### src/rtl/rv32i_types.sv
// rtl/rv32i_types.sv - RV32I load/store funct3 encodings and MEM-stage FSM states
package rv32i_types;

   typedef enum logic [2:0] {
      LB  = 3'b000,
      LH  = 3'b001,
      LW  = 3'b010,
      LBU = 3'b100,
      LHU = 3'b101
   } load_funct3_t;

   typedef enum logic [2:0] {
      SB = 3'b000,
      SH = 3'b001,
      SW = 3'b010
   } store_funct3_t;

   typedef enum logic [1:0] {
      IDLE,
      BUSY,
      DRAIN
   } mem_state_t;

   // Reserved encodings count as misaligned so they never reach the cache.
   function automatic logic funct3_misaligned(input logic [2:0] funct3, input logic [1:0] offset);
      logic r;
      r = 1'b0;
      case (funct3)
         3'b011, 3'b110, 3'b111: r = 1'b1;
         default: begin
            if (funct3[1:0] == 2'b01)      r = offset[0];
            else if (funct3[1:0] == 2'b10) r = |offset;
         end
      endcase
      return r;
   endfunction

endpackage

### src/rtl/load_aligner.sv
// rtl/load_aligner.sv - selects and extends a byte/halfword/word from a 32-bit read word
module load_aligner
   import rv32i_types::*;
(
   input  logic [31:0] i_rdata,
   input  logic [1:0]  i_offset,
   input  logic [2:0]  i_funct3,
   output logic [31:0] o_load_data
);

   logic [7:0]  w_byte;
   logic [15:0] w_half;

   always_comb begin
      case (i_offset)
         2'd0:    w_byte = i_rdata[7:0];
         2'd1:    w_byte = i_rdata[15:8];
         2'd2:    w_byte = i_rdata[23:16];
         default: w_byte = i_rdata[31:24];
      endcase
      w_half = i_offset[1] ? i_rdata[31:16] : i_rdata[15:0];

      case (load_funct3_t'(i_funct3))
         LB:      o_load_data = {{24{w_byte[7]}}, w_byte};
         LBU:     o_load_data = {24'h0, w_byte};
         LH:      o_load_data = {{16{w_half[15]}}, w_half};
         LHU:     o_load_data = {16'h0, w_half};
         default: o_load_data = i_rdata;
      endcase
   end

endmodule

### src/rtl/mem_stage_ctrl.sv
// rtl/mem_stage_ctrl.sv - MEM-stage data-cache handshake, lane placement and stall control
// Optional MEM_STAGE_PERF_EN adds perf_accesses / perf_stall_cycles counters.
module mem_stage_ctrl
   import rv32i_types::*;
#(
   parameter int ADDR_W = 32,
   parameter int DATA_W = 32
) (
   input  logic              clk,
   input  logic              rst_n,
   input  logic              valid,
   input  logic              mem_read,
   input  logic              mem_write,
   input  logic [2:0]        funct3,
   input  logic [ADDR_W-1:0] addr,
   input  logic [DATA_W-1:0] store_data,
   input  logic              kill,
   output logic [ADDR_W-1:0] dmem_address,
   output logic              dmem_read,
   output logic              dmem_write,
   output logic [3:0]        dmem_mbe,
   output logic [DATA_W-1:0] dmem_wdata,
   input  logic              dmem_resp,
   input  logic [DATA_W-1:0] dmem_rdata,
   output logic              stall_mem,
   output logic [DATA_W-1:0] load_data,
   output logic              mem_done,
   output logic              misaligned
`ifdef MEM_STAGE_PERF_EN
   ,
   output logic [31:0]       perf_accesses,
   output logic [31:0]       perf_stall_cycles
`endif
);

   mem_state_t        r_state, r_next;
   logic [ADDR_W-1:0] r_addr;
   logic [DATA_W-1:0] r_wdata;
   logic [3:0]        r_mbe;
   logic              r_write;
   logic [2:0]        r_funct3;
   logic [1:0]        r_off;

   logic              w_access, w_req;
   logic [ADDR_W-1:0] w_addr;
   logic [3:0]        w_mbe;
   logic [DATA_W-1:0] w_wdata, w_aligned;

   assign w_access   = valid & (mem_read | mem_write);
   assign misaligned = w_access & funct3_misaligned(funct3, addr[1:0]);
   // rst_n in the qualifier keeps the bus quiet while reset is held.
   assign w_req      = w_access & ~misaligned & ~kill & rst_n;
   assign w_addr     = {addr[ADDR_W-1:2], 2'b00};

   always_comb begin
      w_mbe   = 4'hF;
      w_wdata = '0;
      if (mem_write) begin
         case (store_funct3_t'({1'b0, funct3[1:0]}))
            SB: begin
               w_mbe   = 4'b0001 << addr[1:0];
               w_wdata = {4{store_data[7:0]}};
            end
            SH: begin
               w_mbe   = 4'b0011 << addr[1:0];
               w_wdata = {2{store_data[15:0]}};
            end
            default: w_wdata = store_data;
         endcase
      end
   end

   load_aligner u_load_aligner (
      .i_rdata     (dmem_rdata),
      .i_offset    (r_off),
      .i_funct3    (r_funct3),
      .o_load_data (w_aligned)
   );

   always_ff @(posedge clk or negedge rst_n) begin
      if (!rst_n) begin
         r_state  <= IDLE;
         r_addr   <= '0;
         r_wdata  <= '0;
         r_mbe    <= '0;
         r_write  <= 1'b0;
         r_funct3 <= '0;
         r_off    <= '0;
      end else begin
         r_state <= r_next;
         if (r_state == IDLE && w_req) begin
            r_addr   <= w_addr;
            r_wdata  <= w_wdata;
            r_mbe    <= w_mbe;
            r_write  <= mem_write;
            r_funct3 <= funct3;
            r_off    <= addr[1:0];
         end
      end
   end

   always_comb begin
      r_next       = r_state;
      dmem_address = '0;
      dmem_read    = 1'b0;
      dmem_write   = 1'b0;
      dmem_mbe     = '0;
      dmem_wdata   = '0;
      stall_mem    = 1'b0;
      mem_done     = 1'b0;
      case (r_state)
         IDLE: begin
            if (w_req) begin
               dmem_address = w_addr;
               dmem_read    = ~mem_write;
               dmem_write   = mem_write;
               dmem_mbe     = w_mbe;
               dmem_wdata   = w_wdata;
               stall_mem    = 1'b1;
               r_next       = BUSY;
            end
         end
         BUSY, DRAIN: begin
            dmem_address = r_addr;
            dmem_read    = ~r_write;
            dmem_write   = r_write;
            dmem_mbe     = r_mbe;
            dmem_wdata   = r_wdata;
            if (r_state == BUSY) begin
               stall_mem = ~dmem_resp;
               mem_done  = dmem_resp & ~kill;
               if (dmem_resp)  r_next = IDLE;
               else if (kill)  r_next = DRAIN;
            end else begin
               stall_mem = 1'b1;
               if (dmem_resp) r_next = IDLE;
            end
         end
         default: r_next = IDLE;
      endcase
   end

   assign load_data = (mem_done && !r_write) ? w_aligned : '0;

`ifdef MEM_STAGE_PERF_EN
   logic [31:0] r_perf_acc, r_perf_stall;

   always_ff @(posedge clk or negedge rst_n) begin
      if (!rst_n) begin
         r_perf_acc   <= '0;
         r_perf_stall <= '0;
      end else begin
         if (r_state == IDLE && w_req) r_perf_acc <= r_perf_acc + 32'd1;
         if (stall_mem)                r_perf_stall <= r_perf_stall + 32'd1;
      end
   end

   assign perf_accesses     = r_perf_acc;
   assign perf_stall_cycles = r_perf_stall;
`endif

endmodule

### config.mk
export PLATFORM = sky130hd
export DESIGN_NAME = mem_stage_ctrl
export DESIGN_NICKNAME = d
export VERILOG_FILES = /design/src/rtl/rv32i_types.sv /design/src/rtl/load_aligner.sv /design/src/rtl/mem_stage_ctrl.sv
export SDC_FILE = /design/constraint.sdc
export NUM_CORES = 1
export LEC_CHECK = 0
export ABC_CLOCK_PERIOD_IN_PS = 3530
export CORE_MARGIN = 2
export CORE_UTILIZATION = 43
export CTS_BUF_LIST = sky130_fd_sc_hd__clkbuf_16
export CTS_CLUSTER_DIAMETER = 150
export DETAILED_ROUTE_END_ITERATION = 7
export HOLD_SLACK_MARGIN = 0.1
export PLACE_DENSITY = 0.9
export RECOVER_POWER = 50
export SYNTH_ARGS = -nofsm -noshare
export SYNTH_HDL_FRONTEND = slang
export SYNTH_SLANG_ARGS = --single-unit
### constraint.sdc
create_clock -name clk -period 3.53 [get_ports clk]
set_input_delay 0.8825 -clock clk [delete_from_list [all_inputs] [get_ports clk]]
set_output_delay 0.8825 -clock clk [all_outputs]
set_load 0.1 [all_outputs]
==> summary.txt <==
Run status
  – Status: complete, but fails checks
  – Failing checks: max-capacitance violations, max-slew violations, negative setup slack

Finish
  – Syn-to-layout area delta: 100%
  – Fillers: 479
  – Final net count: 995
  – Cell Count, Final, Fillers Out: 1,034
  – Most frequent cells in the layout: 246 x nand2_1, 109 x buf_12, 93 x clkdlybuf4s50_1
  – Layout cell share with drive strength beyond 1: a little over a third
  – Area occupied by multi-input gates: about 3700 um2
  – Commonest non-fill, non-tap cell in the layout: nand2_1
  – Fin util: 87.1%
  – Reg area: 1850 um2

GRT
  – Largest net degree at the start of global routing: 73
  – Grt total ovfl: 0
  – Total track usage: a little under two fifths
  – Vias in the first global route: 6,764
  – Initial antenna violation count: 1
  – Global-route wire length before repair: ~36,000 um

Logic synthesis
  – Ys flop type: dfrtp_1
  – Number of synthesized flops with an enable pin: 0
  – Average size of a mapped cell: around 7.6 um2
  – Synth warn: 0
  – Sequential area share after synthesis: a little under two fifths
  – Async S/R FF share, synth: 100%
  – Distinct cells, synth: ~40
  – Cells after Synth: 643
  – Syn Std Cell Area: 4900 um2
  – Yosys reg bits: 74

Clock tree
  – Clock root buffer master: clkbuf_16
  – Clock transition at the registers of the reported paths: about 0.05 ns
  – CTS max path bufs: 2
  – CTS Sinks: 74
  – Num CTS Buffers: 9
  – Insertion delay to the later sink of the worst-skew pair: 0.35 ns
  – H-Tree Depth: 3
  – CTS tree: yes

Power
  – Maximum vdd drop: 0.000614 V
  – Pwr dens: 632 nW/um2
  – Final Power: slightly above 6 mW
  – Leakage: 4.28 nW

Drt
  – First-pass iteration count of the detailed router: 8
  – DR iter-0 viols: 822
  – Post-route ant nets: 0
  – WL/cell: 23.3 um
  – Via count: 6,484
  – Final WL: 24,100 um
  – DRC: 0
  – Post-DR vias/cell: 6.27

Floorplan
  – Initial Utilization: between 40% and 50%
  – FP Rows: 39
  – Die Span Y: approximately 110 um
  – Core box area: ~11,000 um2
  – Horiz. Die Dim: 111 um
  – Die ar.: roughly 12,000 um2
  – Top Ports: 211

Placement
  – Buffers on Ports: around 210
  – GPL Wtd Cong: 0.910
  – Placed insts: 1,005
  – DP Worst Slack: -0.339 ns
  – Final HPWL DP: 14,700 um

STA
  – Fin crit share: 100%
  – Least-Margin Pin Slew: between 2 and 2.5 ns
  – Clk_skew: 0.00678 ns
  – Normalized max-slew margin: -57.6%
  – Fin Setup TNS: -0.0204 ns
  – Setup ws final: -0.0148 ns
  – Final Slew Violations: 149
  – Final Hold Viols: 0
  – FMAX: 282 MHz
  – Clock period minus worst slack: roughly 3.5 ns
  – Final setup violation count: 2

Setup path
  – Worst Setup Start Kind: input port
  – Worst Path Max Fanout: 15
  – Worst-path cell chain: dlygate4sd2_1, buf_4, and4b_1, o211a_1, buf_4, buf_12, nand2_2, a21oi_4, buf_12
  – Classification of the worst setup path: input port to output port
  – Critical path's largest stage delay: 0.27 ns
  – Slowest-stage cell, CP: dlygate4sd2_1
  – CP Data Required Time: 2.65 ns
  – WP data arrival: 2.66 ns
  – CP endpoint kind: output port
  – CP Buf/Inv Count: 5
  – Crit path max-delay family: buffers and inverters

Min path
  – HP Class: register to register

Job
  – Max_cap viols: 3
logic make-up (layout without fill, tap and decap cells):
kind of cell | Yosys count | count (layout) | share of synthesized area (%)
buffers and inverters | 60 | 306 | 5.97
flip-flops | 74 | 74 | 37.8
AO/OA/AOI/OAI | 163 | 163 | 20.5
other | 1 | 3 | 0.0765
AND/OR/NAND/NOR | 305 | 305 | 24.9
multiplexers | 36 | 36 | 9.77
adder cells (fa/ha/maj) | 4 | 4 | 1.02
through the flow:
stage,instance area [um2],hold slack [ns]
after floorplan,5670,0.439
after global routing,9820,0.506
after CTS,9770,0.478
final,9820,0.481
after detailed placement,9240,0.462
after global placement,9240,0.458
flip-flops by register name (all words and copies together), names as in the netlist:
name      flops
r_mbe         4
r_state       2
r_addr       30
r_funct3      3
r_wdata      32
r_write       1
r_off         2
final timing paths:
path | from | to | slack (ns) | cells after the start
worst max-delay path | kill | dmem_wdata[29] | -0.01 | 9
worst min-delay path | r_mbe[0] | r_mbe[0] | 0.48 | 2
worst min register to register | r_mbe[0] | r_mbe[0] | 0.48 | 2
min in group asynchronous | rst_n | r_wdata[12] | 1.28 | 2
max in group asynchronous | rst_n | r_addr[7] | 0.65 | 2
worst max register to register | r_state[1] | r_wdata[0] | 0.85 | 5
cells in the mapped netlist (all sizes together), types with 2 or more instances:
library cell	count	area, um2
nand2	267	1000
dfrtp	74	1850
a21oi	70	350
buf	27	169
a21o	23	173
clkbuf	22	82.6
nor2	20	75.1
o21ai	20	100
o22ai	18	113
mux2	15	169
mux2i	13	130
a22oi	11	87.6
inv	11	41.3
mux4	8	180
a22o	5	43.8
ha	4	50.1
nand2b	4	25.0
nor2b	4	25.0
o31ai	3	22.5
a211oi	2	15.0
a2bb2oi	2	17.5
nand3	2	10.0
nor4	2	42.5
o211ai	2	15.0
o21a	2	15.0
where the power goes:
part / switching, mW / internal, mW / leakage (nW) / total [mW]
Sequential: 0.315 / 1.19 / 0.956 / 1.51
Combinational: 2.36 / 1.36 / 3.18 / 3.71
Clock: 0.376 / 0.610 / 0.148 / 0.986
routing by layer:
metal  vias to the layer above  wire (um)  track usage [%]
li1                       2667          -                -
met1                      3145       8280             41.3
met2                       534      12100             66.3
met3                       138       2190             8.09
met4                         0       1530             20.4
met5                         -          0                0
cell type report:
type	count	area share, %
Sequential cell	74	18.9
Timing Repair Buffer	279	38.4
Inverter	11	0.420
Multi-Input combinational cell	510	37.3
Antenna cell	1	0.0255
Tap cell	143	1.82
Clock buffer	9	2.29
Clock inverter	7	0.854
worst min-delay path: stages, from the launching register on:
cell and delay [ns]:
dfrtp_1 0.34, nand2_1 0.05, nand2_1 0.06
repair_timing:
item | CTS | global route
resized for setup | 39 | 22
endpoints found under the setup margin | 88 | 59
pin swaps | 11 | 12
hold buffers | 0 | 0
gates cloned | 3 | 1
buffers inserted | 7 | 1
Note: power is estimated with default switching activity, not from simulation.
